### config.mk
export PLATFORM = sky130hd
export DESIGN_NAME = json_feedback_receiver_flat
export DESIGN_NICKNAME = d
export VERILOG_FILES = /design/src/rtl/json_feedback_receiver_if.sv /design/src/rtl/json_feedback_receiver.sv /design/src/flat_wrapper.sv
export SDC_FILE = /design/constraint.sdc
export NUM_CORES = 1
export LEC_CHECK = 0
export CORE_MARGIN = 1
export CORE_UTILIZATION = 50
export DETAILED_ROUTE_END_ITERATION = 8
export DONT_BUFFER_PORTS = 1
export PLACE_DENSITY_LB_ADDON = 0.2
export SETUP_SLACK_MARGIN = 0.2
export SYNTH_ARGS = -nofsm -noshare
export SYNTH_HDL_FRONTEND = slang
export SYNTH_SLANG_ARGS = --single-unit
export TNS_END_PERCENT = 1
### constraint.sdc
create_clock -name clk -period 4.95 [get_ports clk]
set_input_delay 0.495 -clock clk [delete_from_list [all_inputs] [get_ports clk]]
set_output_delay 0.495 -clock clk [all_outputs]
set_load 0.01 [all_outputs]
### src/rtl/json_feedback_receiver_if.sv
// Result channel of the JSON feedback receiver.
//
// Handshake: the master raises fb_valid together with fb_type/fb_left/fb_right
// and holds all four stable until a rising clock edge sees fb_valid && fb_ready.
// That edge completes the transfer; fb_valid drops after it unless a new result
// is loaded on the same edge. The slave may drive fb_ready at any time,
// independent of fb_valid.
//
// Signals:
//   fb_type  [15:0]  unsigned value of key "T"
//   fb_left  [15:0]  signed value of key "L"
//   fb_right [15:0]  signed value of key "R"
//   fb_valid         result held
//   fb_ready         consumer accepts result
interface json_feedback_receiver_if;
  logic [15:0] fb_type;
  logic [15:0] fb_left;
  logic [15:0] fb_right;
  logic        fb_valid;
  logic        fb_ready;

  modport master (output fb_type, output fb_left, output fb_right,
                  output fb_valid, input fb_ready);
  modport slave  (input fb_type, input fb_left, input fb_right,
                  input fb_valid, output fb_ready);
endinterface

### src/rtl/json_feedback_receiver.sv
// UART receiver plus streaming parser for motor-board feedback frames of the
// form {"T":1001,"L":120,"R":-45}. Each completed frame updates only the keys it
// carried and is offered on the fb interface.
//
// Optional feature: define JSON_RX_TIMEOUT_EN to abort a partial frame after
// 16 bit-times without a completed character.
//
// Ports:
//   clk              system clock, rising edge
//   rst              asynchronous active-low reset
//   uart_in          serial line, idle high, 8N1
//   fb               result channel (master side)
//   parse_error      one-cycle pulse on framing/syntax/length/timeout error
//   overrun          sticky: a completed frame was dropped
//   dbg_parser_state current parser state
//   dbg_rx_state     current UART receiver state
module json_feedback_receiver #(
  parameter int CLKS_PER_BIT = 434,
  parameter int BITS_N       = 8,
  parameter int MAX_BYTES    = 64
) (
  input  logic                     clk,
  input  logic                     rst,
  input  logic                     uart_in,
  json_feedback_receiver_if.master fb,
  output logic                     parse_error,
  output logic                     overrun,
  output logic [2:0]               dbg_parser_state,
  output logic [1:0]               dbg_rx_state
);
  localparam int HALF_BIT = CLKS_PER_BIT / 2;
  localparam int CW = $clog2(CLKS_PER_BIT + 1);
  localparam int BW = $clog2(BITS_N + 1);
  localparam int NW = $clog2(MAX_BYTES + 2);

  localparam logic [7:0] C_LBRACE = 8'h7B;
  localparam logic [7:0] C_RBRACE = 8'h7D;
  localparam logic [7:0] C_QUOTE  = 8'h22;
  localparam logic [7:0] C_COLON  = 8'h3A;
  localparam logic [7:0] C_COMMA  = 8'h2C;
  localparam logic [7:0] C_MINUS  = 8'h2D;
  localparam logic [7:0] C_SPACE  = 8'h20;

  // Synchronizer and edge history reset low: a line held low at reset release
  // then never looks like a 1->0 start edge.
  logic rx_meta, rx_sync, rx_prev;
  always_ff @(posedge clk or negedge rst) begin
    if (!rst) begin
      rx_meta <= 1'b0;
      rx_sync <= 1'b0;
      rx_prev <= 1'b0;
    end else begin
      rx_meta <= uart_in;
      rx_sync <= rx_meta;
      rx_prev <= rx_sync;
    end
  end

  // ---------------- UART receiver ----------------
  typedef enum logic [1:0] {RX_IDLE, RX_START, RX_DATA, RX_STOP} rx_state_t;
  rx_state_t         rx_state, rx_state_n;
  logic [CW-1:0]     rx_cnt;
  logic [BW-1:0]     rx_bit;
  logic [BITS_N-1:0] rx_shift;
  logic              rx_byte_valid, rx_frame_err;
  logic              half_hit, bit_hit, last_bit;

  assign half_hit = (rx_cnt == CW'(HALF_BIT));
  assign bit_hit  = (rx_cnt == CW'(CLKS_PER_BIT - 1));
  assign last_bit = (rx_bit == BW'(BITS_N - 1));

  always_comb begin
    rx_state_n = rx_state;
    case (rx_state)
      RX_IDLE:  if (rx_prev && !rx_sync) rx_state_n = RX_START;
      RX_START: if (half_hit) rx_state_n = rx_sync ? RX_IDLE : RX_DATA;
      RX_DATA:  if (bit_hit && last_bit) rx_state_n = RX_STOP;
      RX_STOP:  if (bit_hit) rx_state_n = RX_IDLE;
      default:  rx_state_n = RX_IDLE;
    endcase
  end

  always_ff @(posedge clk or negedge rst) begin
    if (!rst) begin
      rx_state      <= RX_IDLE;
      rx_cnt        <= '0;
      rx_bit        <= '0;
      rx_shift      <= '0;
      rx_byte_valid <= 1'b0;
      rx_frame_err  <= 1'b0;
    end else begin
      rx_state      <= rx_state_n;
      rx_byte_valid <= 1'b0;
      rx_frame_err  <= 1'b0;
      // The counter restarts on every state change and every full bit, so
      // after the half-bit start check each bit_hit lands at mid-bit.
      if (rx_state == RX_IDLE || rx_state_n != rx_state || bit_hit) rx_cnt <= '0;
      else rx_cnt <= rx_cnt + 1'b1;
      if (rx_state == RX_START) rx_bit <= '0;
      if (rx_state == RX_DATA && bit_hit) begin
        rx_shift <= {rx_sync, rx_shift[BITS_N-1:1]};
        rx_bit   <= rx_bit + 1'b1;
      end
      if (rx_state == RX_STOP && bit_hit) begin
        rx_byte_valid <= rx_sync;
        rx_frame_err  <= !rx_sync;
      end
    end
  end

  // ---------------- Parser ----------------
  typedef enum logic [2:0] {IDLE, KEY_OPEN, KEY_CHAR, KEY_CLOSE, COLON, VALUE, SEP} p_state_t;
  p_state_t      p_state, p_state_n;
  logic [7:0]    ch, key, key_n;
  logic [14:0]   acc, acc_n;      // magnitude, saturates at 32767
  logic          neg, neg_n;
  logic [2:0]    ndig, ndig_n;
  logic [NW-1:0] bcnt, bcnt_n;
  logic [2:0]    seen, seen_n;    // {R, L, T} seen in this frame
  logic [15:0]   st_t, st_l, st_r, st_t_n, st_l_n, st_r_n;
  logic          err_n, done_n, fail, sep_char, ignore, is_digit, timeout_hit;
  logic [19:0]   acc_next;
  logic [15:0]   value;

  assign ch       = 8'(rx_shift);
  assign is_digit = (ch >= 8'h30) && (ch <= 8'h39);
  assign acc_next = 20'(acc) * 20'd10 + 20'(ch[3:0]);
  assign value    = neg ? (16'd0 - {1'b0, acc}) : {1'b0, acc};
  // Space is skipped everywhere except after a digit, where it ends the number.
  assign ignore   = (ch == C_SPACE) && !(p_state == VALUE && ndig != 3'd0);

`ifdef JSON_RX_TIMEOUT_EN
  localparam int TO_LIMIT = 16 * CLKS_PER_BIT;
  localparam int TW = $clog2(TO_LIMIT + 1);
  logic [TW-1:0] to_cnt;
  always_ff @(posedge clk or negedge rst) begin
    if (!rst) to_cnt <= '0;
    else if (p_state == IDLE || rx_byte_valid || rx_frame_err) to_cnt <= '0;
    else to_cnt <= to_cnt + 1'b1;
  end
  assign timeout_hit = (to_cnt == TW'(TO_LIMIT - 1));
`else
  assign timeout_hit = 1'b0;
`endif

  always_comb begin
    p_state_n = p_state;
    key_n     = key;
    acc_n     = acc;
    neg_n     = neg;
    ndig_n    = ndig;
    bcnt_n    = bcnt;
    seen_n    = seen;
    st_t_n    = st_t;
    st_l_n    = st_l;
    st_r_n    = st_r;
    err_n     = 1'b0;
    done_n    = 1'b0;
    fail      = 1'b0;
    sep_char  = 1'b0;
    if (rx_frame_err || timeout_hit) begin
      err_n     = 1'b1;
      p_state_n = IDLE;
    end else if (rx_byte_valid) begin
      if (ch == C_LBRACE) begin
        // Opening brace always restarts a frame, silently abandoning any partial one.
        p_state_n = KEY_OPEN;
        bcnt_n    = NW'(1);
        seen_n    = '0;
      end else if (p_state != IDLE) begin
        if (bcnt == NW'(MAX_BYTES)) begin
          fail = 1'b1;
        end else begin
          bcnt_n = bcnt + 1'b1;
          if (!ignore) begin
            case (p_state)
              KEY_OPEN:  if (ch == C_QUOTE) p_state_n = KEY_CHAR; else fail = 1'b1;
              KEY_CHAR:  begin key_n = ch; p_state_n = KEY_CLOSE; end
              KEY_CLOSE: if (ch == C_QUOTE) p_state_n = COLON; else fail = 1'b1;
              COLON: begin
                if (ch == C_COLON) begin
                  p_state_n = VALUE;
                  acc_n     = '0;
                  neg_n     = 1'b0;
                  ndig_n    = '0;
                end else fail = 1'b1;
              end
              VALUE: begin
                if (is_digit) begin
                  if (ndig == 3'd5) fail = 1'b1;
                  else begin
                    acc_n  = (acc_next > 20'd32767) ? 15'h7FFF : acc_next[14:0];
                    ndig_n = ndig + 3'd1;
                  end
                end else if (ndig == 3'd0) begin
                  if (ch == C_MINUS && !neg) neg_n = 1'b1;
                  else fail = 1'b1;
                end else begin
                  // Number finished: store it, then treat this char as the separator.
                  sep_char = 1'b1;
                  case (key)
                    8'h54:   begin st_t_n = value; seen_n[0] = 1'b1; end
                    8'h4C:   begin st_l_n = value; seen_n[1] = 1'b1; end
                    8'h52:   begin st_r_n = value; seen_n[2] = 1'b1; end
                    default: ;
                  endcase
                end
              end
              SEP:     sep_char = 1'b1;
              default: fail = 1'b1;
            endcase
            if (sep_char) begin
              case (ch)
                C_COMMA:  p_state_n = KEY_OPEN;
                C_RBRACE: begin done_n = 1'b1; p_state_n = IDLE; end
                C_SPACE:  p_state_n = SEP;
                default:  fail = 1'b1;
              endcase
            end
          end
        end
      end
      if (fail) begin
        err_n     = 1'b1;
        done_n    = 1'b0;
        p_state_n = IDLE;
      end
    end
  end

  always_ff @(posedge clk or negedge rst) begin
    if (!rst) begin
      p_state <= IDLE;
      key     <= '0;
      acc     <= '0;
      neg     <= 1'b0;
      ndig    <= '0;
      bcnt    <= '0;
      seen    <= '0;
      st_t    <= '0;
      st_l    <= '0;
      st_r    <= '0;
    end else begin
      p_state <= p_state_n;
      key     <= key_n;
      acc     <= acc_n;
      neg     <= neg_n;
      ndig    <= ndig_n;
      bcnt    <= bcnt_n;
      seen    <= seen_n;
      st_t    <= st_t_n;
      st_l    <= st_l_n;
      st_r    <= st_r_n;
    end
  end

  // Result holding register: a frame finishing while the previous result is
  // still unaccepted is dropped; accept and finish on one edge loads the new one.
  always_ff @(posedge clk or negedge rst) begin
    if (!rst) begin
      fb.fb_type  <= '0;
      fb.fb_left  <= '0;
      fb.fb_right <= '0;
      fb.fb_valid <= 1'b0;
      parse_error <= 1'b0;
      overrun     <= 1'b0;
    end else begin
      parse_error <= err_n;
      if (done_n) begin
        if (fb.fb_valid && !fb.fb_ready) begin
          overrun <= 1'b1;
        end else begin
          fb.fb_valid <= 1'b1;
          if (seen_n[0]) fb.fb_type  <= st_t_n;
          if (seen_n[1]) fb.fb_left  <= st_l_n;
          if (seen_n[2]) fb.fb_right <= st_r_n;
        end
      end else if (fb.fb_valid && fb.fb_ready) begin
        fb.fb_valid <= 1'b0;
      end
    end
  end

  assign dbg_parser_state = p_state;
  assign dbg_rx_state     = rx_state;
endmodule

### src/flat_wrapper.sv
// flat-port wrapper written by rule: the top's interface ports become plain ports
module json_feedback_receiver_flat 
#(
  parameter int CLKS_PER_BIT = 434,
  parameter int BITS_N       = 8,
  parameter int MAX_BYTES    = 64
)
  (clk, rst, uart_in, parse_error, overrun, dbg_parser_state, dbg_rx_state, fb_fb_type, fb_fb_left, fb_fb_right, fb_fb_valid, fb_fb_ready);
  json_feedback_receiver_if fb_i ();
  input  logic clk;
  input  logic rst;
  input  logic uart_in;
  output logic parse_error;
  output logic overrun;
  output logic [2:0] dbg_parser_state;
  output logic [1:0] dbg_rx_state;
  output wire logic [$bits(fb_i.fb_type)-1:0] fb_fb_type;
  output wire logic [$bits(fb_i.fb_left)-1:0] fb_fb_left;
  output wire logic [$bits(fb_i.fb_right)-1:0] fb_fb_right;
  output wire logic [$bits(fb_i.fb_valid)-1:0] fb_fb_valid;
  input wire logic [$bits(fb_i.fb_ready)-1:0] fb_fb_ready;
  assign fb_fb_type = fb_i.fb_type;
  assign fb_fb_left = fb_i.fb_left;
  assign fb_fb_right = fb_i.fb_right;
  assign fb_fb_valid = fb_i.fb_valid;
  assign fb_i.fb_ready = fb_fb_ready;
  json_feedback_receiver #(.CLKS_PER_BIT(CLKS_PER_BIT), .BITS_N(BITS_N), .MAX_BYTES(MAX_BYTES)) u_core (.clk(clk), .rst(rst), .uart_in(uart_in), .fb(fb_i), .parse_error(parse_error), .overrun(overrun), .dbg_parser_state(dbg_parser_state), .dbg_rx_state(dbg_rx_state));
endmodule
==> impl_metrics.json, run 1 <==
{
  "clock_sinks": 167,
  "rr_startpoint": "u_core.acc[3]",
  "p_leak_nw": 4.33,
  "ir_drop_uv": 256,
  "synth_edf_count": 0,
  "fmax_mhz": 264,
  "post-place-cells": 966,
  "synth_warnings": 0,
  "end_kind": "register",
  "tightest_slew_ps": 1080,
  "r2r_slack_ps": 1160,
  "drive_above_1_share": 0.134,
  "wl_per_cell_um": 17.6,
  "reg2reg_to": "u_core.acc[8]",
  "die-area_sq_mm": 0.0172,
  "slew_violations": 0,
  "synth_seq_cells": 167,
  "multiInputGateArea_sq_mm": 0.00392,
  "fin_worst_skew_ps": 10.9,
  "cts_buffers": 17,
  "synth_area_sq_mm": 0.00832,
  "status": "finished, final reports clean",
  "grt_max_degree": 168,
  "routed_wl_um": 17600,
  "grt_pass1_wl_um": 28400,
  "relSlewSlack": 0.276,
  "io_pins": 60,
  "r2r_cells": 12,
  "hpwl_um": 12500,
  "syn2layout_area_growth_pct": 9.36,
  "tns_ps": 0,
  "io_buffers": 0,
  "drt_iter0_drc": 379,
  "fillCellCount": 1353,
  "worstPathArrival_ps": 4060,
  "clkLatencyLatePin_ps": 430,
  "synth_cells": 778,
  "syn_nets": 822,
  "row_count": 46,
  "ys_top_cells_by_area": "dfrtp_1, mux2_2, ha_1, o21ai_0, nand2_1",
  "cts_max_path_buffers": 2,
  "period_minus_slack_ps": 3790,
  "grt-ovfl-total": 0,
  "ant_nets": 0,
  "final_cells": 999,
  "cts_tree": "done",
  "cap_violations": 0,
  "via_count": 5737,
  "setup.worst_path.class": "reg -> reg",
  "hold_viol": 0,
  "gr-usage-all-layers": 0.218,
  "die_h_um": 131,
  "yosysTopAreaCellShare": 0.502,
  "seq_area_frac_synth": 0.502,
  "cp.required_ps": 5220,
  "syn_area_per_cell_sq_um": 10.7,
  "layout.area.seq_sq_mm": 0.00418,
  "grt_pass1_vias": 5672,
  "synth_top_area_cell": "dfrtp_1",
  "synth.distinct_cells": 69,
  "viasPerCell": 5.74,
  "ys.flop_type": "dfrtp_1",
  "setup_viol": 0,
  "post_cts_buffers": 0,
  "diodes": 0,
  "core-area_sq_mm": 0.0161,
  "final.period_utilization": 0.766,
  "rsz0062_at_grt": "false",
  "crit_path_end": "u_core.acc[8]",
  "p_per_area_mw_per_mm2": 308,
  "firstDrtPassIters": 4,
  "final_nets": 814,
  "gp_congestion": 0.827,
  "drc_errors": 0,
  "root_buffer": "clkbuf_16",
  "worst-path-max-fanout": 15,
  "antenna_found_initial": 0,
  "final_common_cell": "dfrtp_1",
  "final_cell_mix": "dfrtp_1, nand2_1, o21ai_0",
  "critPathLaunch": "u_core.acc[3]",
  "hold_path_class": "in -> async",
  "clk_pin_slew_worst_paths_ps": 70,
  "async_flop_share": 1.00,
  "worstSetupStartpointType": "register",
  "dieWidth_um": 131,
  "cts-htree-levels": 4,
  "initial_utilization": 0.518
}
-- report_power, final --
part / switching, mW / internal [mW]
sequential: 0.0299 / 1.39
combinational: 0.0498 / 0.0272
clock: 0.572 / 0.737
total: 0.652 / 2.15
-- cells in the mapped netlist (all sizes together), types with 4 or more instances --
cell      n
inv      21
o21ai    79
clkbuf   25
ha       38
nor3b     4
nand4b    4
nor2     45
and3      4
nor4      7
a31oi    20
nand2    83
xor2     28
buf       7
or3       6
a21o     11
dfrtp   167
xnor2    16
a21oi    31
mux2     63
nor2b    10
nand3    14
o31ai     8
nor3      8
or4       9
mux2i     6
nand2b   12
-- flip-flops by register name, indices dropped and copies added, names as in the netlist, 4 cells and up --
| signal | cells |
|---|---|
| u_core.ch | 8 |
| u_core.fb.fb_left | 16 |
| u_core.st_l | 16 |
| u_core.fb.fb_right | 16 |
| u_core.rx_cnt | 9 |
| u_core.bcnt | 7 |
| u_core.st_t | 16 |
| u_core.rx_bit | 4 |
| u_core.st_r | 16 |
| u_core.acc | 15 |
| u_core.fb.fb_type | 16 |
| u_core.key | 8 |
-- per-layer routing --
layer	share of wire	vias up	track usage	routed length [um]
li1	-	2762	-	-
met1	0.42	2847	0.257	7360
met2	0.51	107	0.379	8890
met3	0.060	21	0.0631	1050
met4	0.015	0	0.0737	263
met5	0	-	0	0
-- through the flow --
| stage | power, mW | worst slack, ps | util | area, sq um | hold WS (ps) |
|---|---|---|---|---|---|
| CTS | 2.84 | 1150 | 0.566 | 9100 | 70.5 |
| global route | 2.91 | 925 | 0.566 | 9100 | 74.0 |
| detailed placement | 1.49 | 1180 | 0.528 | 8480 | 203 |
| floorplan | 1.48 | 1240 | - | 8320 | 199 |
| global placement | 1.49 | 1260 | 0.528 | 8480 | 202 |
| finish | 2.80 | 1160 | 0.566 | 9100 | 88.8 |
-- cell families (layout without fill, tap and decap cells) --
logic type	count (synthesis)	in the layout	synth area share
DFF	167	167	0.502
xor gates and xnor gates	44	44	0.0472
buffers and inverters	53	58	0.0259
adders and majority gates	40	40	0.0620
and+or+nand+nor	224	224	0.136
AOI/OAI and AO/OA	181	181	0.134
muxes	69	69	0.0925
-- layout make-up --
cell class | instances | area share
Multi-Input combinational cell | 558 | 0.431
Sequential cell | 167 | 0.459
Clock inverter | 12 | 0.0143
Tap cell | 216 | 0.0297
Clock buffer | 20 | 0.0502
Timing Repair Buffer | 5 | 0.00633
Inverter | 21 | 0.00867
-- worst min path at each step --
stage | to | slack, ps | cells after the start
finish | u_core.fb.fb_right[13] | 90 | 1
global route | u_core.rx_meta | 70 | 0
CTS | u_core.rx_meta | 70 | 0
detailed placement | u_core.fb.fb_right[13] | 200 | 0
global placement | u_core.fb.fb_right[13] | 200 | 0
floorplan | u_core.acc[0] | 200 | 0
-- repair_timing --
item / CTS / global route
gates resized for setup: 0 / 0
endpoints found under the setup margin: 0 / 0
endpoints found under the hold margin: 167 / 0
hold buffers: 1 / 0
-- worst max-delay path, cell delays in order, from the launching register on --
cell and delay, ps:
dfrtp_1 480, ha_1 320, ha_1 230, fa_1 410, a211o_1 350, a2111o_1 370, o311ai_1 150, o31ai_1 200
or3b_1 460, nor3_2 150, mux2i_1 200, buf_4 220, a31oi_1 100
No activity file was read; power rests on OpenSTA's default activity.
==> inputs of run 2 (changes only) <==
--- a/config.mk
+++ b/config.mk
@@ -5,6 +5,7 @@
 export SDC_FILE = /design/constraint.sdc
 export NUM_CORES = 1
 export LEC_CHECK = 0
+export ABC_AREA = 1
 export CORE_MARGIN = 1
 export CORE_UTILIZATION = 50
 export DETAILED_ROUTE_END_ITERATION = 8
==> constraint.sdc (replaced) <==
create_clock -name clk -period 3.8 [get_ports clk]
set_input_delay 0.38 -clock clk [delete_from_list [all_inputs] [get_ports clk]]
set_output_delay 0.38 -clock clk [all_outputs]
set_load 0.01 [all_outputs]
==> run 2 against run 1 <==
  * Area after synthesis increased by 8.5%
  * Utilization decreased by 0.60 points
  * Critical endpoint is now u_core.acc[7]
  * Final cell count increased by 40%
  * Highest routed layer unchanged
  * Power increased by 32%
  * The flow now finishes with violations (negative hold slack)
  * Die area increased by 8.4%
==> impl_metrics.json, run 2 <==
{
  "via_count": 7107,
  "routed_wl_um": 19000,
  "ant_nets": 0,
  "violations": "negative hold slack",
  "fin_util": 0.560,
  "hold_viol": 167,
  "wl_per_cell_um": 13.5,
  "seq_area_frac_synth": 0.463,
  "p_leak_nw": 5.30,
  "async_flop_share": 1.00,
  "synth_top_area_cell": "dfrtp_1",
  "p_per_area_mw_per_mm2": 378,
  "status": "finished, violations left",
  "tns_ps": 0,
  "period_minus_slack_ps": 3150,
  "antenna_found_initial": 0,
  "end_kind": "register",
  "worstSetupStartpointType": "register",
  "ys_top_cells_by_area": "dfrtp_1, nand2_1, ha_1, inv_1, nor2_1",
  "hold_ws_ps": -359,
  "synth_area_sq_mm": 0.00902,
  "synth_cells": 1163,
  "drc_errors": 0,
  "grt_max_degree": 168,
  "critical_path.slowest_cell": "fa_1",
  "synth_seq_cells": 167,
  "drive_above_1_share": 0.0638,
  "final_common_cell": "nand2_1",
  "gr-usage-all-layers": 0.217,
  "worstPathArrival_ps": 3510,
  "cts-htree-levels": 4,
  "hold_path_class": "in -> async",
  "clkLatencyLatePin_ps": 430,
  "fin_worst_skew_ps": 10.7,
  "yosysTopAreaCellShare": 0.463,
  "setup.worst_path.class": "reg -> reg",
  "grt-ovfl-total": 0,
  "cp.required_ps": 4160,
  "crit_chain": "ha_1 > ha_1 > fa_1 > nand2_1 > nor2_1 > nand2_1 > nand2_1 > nand2_1 > nor2_1 > nand3_1 > nor2_1 > nor2_1 > nand3_1 > nand2_2 > nand3_1 > nand2_1 > nand2_1",
  "diodes": 0,
  "rsz0062_at_grt": "false",
  "gp_congestion": 0.831,
  "row_count": 48,
  "hold_buffers": 1,
  "fmax_mhz": 318,
  "cts_tree": "done",
  "syn_area_per_cell_sq_um": 7.76,
  "firstDrtPassIters": 5,
  "post-place-cells": 1369,
  "clk_pin_slew_worst_paths_ps": 70,
  "core-area_sq_mm": 0.0175,
  "viasPerCell": 5.07,
  "relSlewSlack": 0.543,
  "yosysMostFrequentCell": "nand2_1",
  "crit_family": "simple AND/OR/NAND/NOR gates",
  "tightest_slew_ps": 679,
  "timing.critical_path.mode_cell": "nand2_1",
  "cap_violations": 0,
  "ys.flop_type": "dfrtp_1",
  "final.period_utilization": 0.829,
  "dieWidth_um": 136,
  "worst-path-max-fanout": 15,
  "io_buffers": 0,
  "syn_nets": 1207,
  "synth_warnings": 0,
  "syn2layout_area_growth_pct": 8.54,
  "synth.distinct_cells": 43,
  "fillCellCount": 1603,
  "final_cells": 1401,
  "final_cell_mix": "nand2_1, dfrtp_1, inv_1",
  "root_buffer": "clkbuf_16",
  "grt_pass1_wl_um": 31700,
  "post_cts_buffers": 0,
  "drt_iter0_drc": 494,
  "critPathBufInv": 0,
  "die-area_sq_mm": 0.0186,
  "cp_slowest_stage_delay_ps": 560,
  "ir_drop_uv": 391,
  "clock_sinks": 167,
  "hpwl_um": 13800,
  "slew_violations": 0,
  "synth_edf_count": 0,
  "die_h_um": 136,
  "cts_buffers": 17,
  "io_pins": 60,
  "final_nets": 1208,
  "grt_pass1_vias": 6637,
  "netlist_top_cells_count": "nand2_1, dfrtp_1, inv_1",
  "cts_max_path_buffers": 2,
  "setup_viol": 0,
  "initial_utilization": 0.516
}
-- run 2: layout make-up --
cell class,instances,area [sq um],area share
Tap cell,225,282,0.0287
Inverter,135,517,0.0528
Sequential cell,167,4180,0.427
Clock buffer,20,457,0.0466
Multi-Input combinational cell,840,4200,0.429
Timing Repair Buffer,3,25.0,0.00255
Clock inverter,11,138,0.0141
-- run 2: stage by stage --
stage / setup WS, ps / instance area [sq um] / power [mW]
after detailed placement: 541 / 9190 / 1.98
after floorplan: 917 / 9020 / 1.96
final: 651 / 9800 / 3.70
after global routing: 349 / 9800 / 3.83
after global placement: 611 / 9190 / 1.97
after CTS: 520 / 9790 / 3.73
-- run 2: what timing repair did --
action	in CTS	in global routing
endpoints found under the setup margin	0	2
gates resized for setup	0	1
endpoints found under the hold margin	168	167
-- run 2: final timing paths --
check / endpoint / cells past startpoint / slack [ps] / startpoint
min reg2reg: u_core.rx_sync / 0 / 350 / u_core.rx_meta
min: u_core.fb.fb_right[12] / 0 / -360 / rst
min in group clk: u_core.fb.fb_valid / 3 / 160 / fb_fb_ready
max: u_core.acc[7] / 17 / 650 / u_core.acc[3]
max reg2reg: u_core.acc[7] / 17 / 650 / u_core.acc[3]
max in group asynchronous: u_core.rx_cnt[8] / 0 / 3920 / rst
-- run 2: logic make-up (layout without fill, tap and decap cells) --
logic type	after synthesis	count (layout)	synth area share
xor+xnor	30	30	0.0291
buf+inv	156	169	0.0720
flops	167	167	0.463
fa+ha+maj	40	40	0.0571
simple gates	659	659	0.311
compound gates	111	111	0.0681
-- run 2: worst register-to-register path: cells and delay by family, from the launching register on --
family	cells	cell delay (ps)
flops	1	450
simple gates	14	1520
fa+ha+maj	3	1130
-- run 2: power breakdown --
group	internal, mW	switching (mW)	leakage (nW)
Sequential	1.82	0.0332	2.30
Combinational	0.0407	0.0569	2.71
Clock	1.01	0.744	0.288
-- run 2: layer usage --
| metal | vias up | part of all wire | GRT usage |
|---|---|---|---|
| li1 | 3684 | - | - |
| met5 | - | 0 | 0 |
| met2 | 134 | 0.46 | 0.350 |
| met4 | 0 | 0.013 | 0.0599 |
| met3 | 20 | 0.036 | 0.0429 |
| met1 | 3269 | 0.49 | 0.297 |
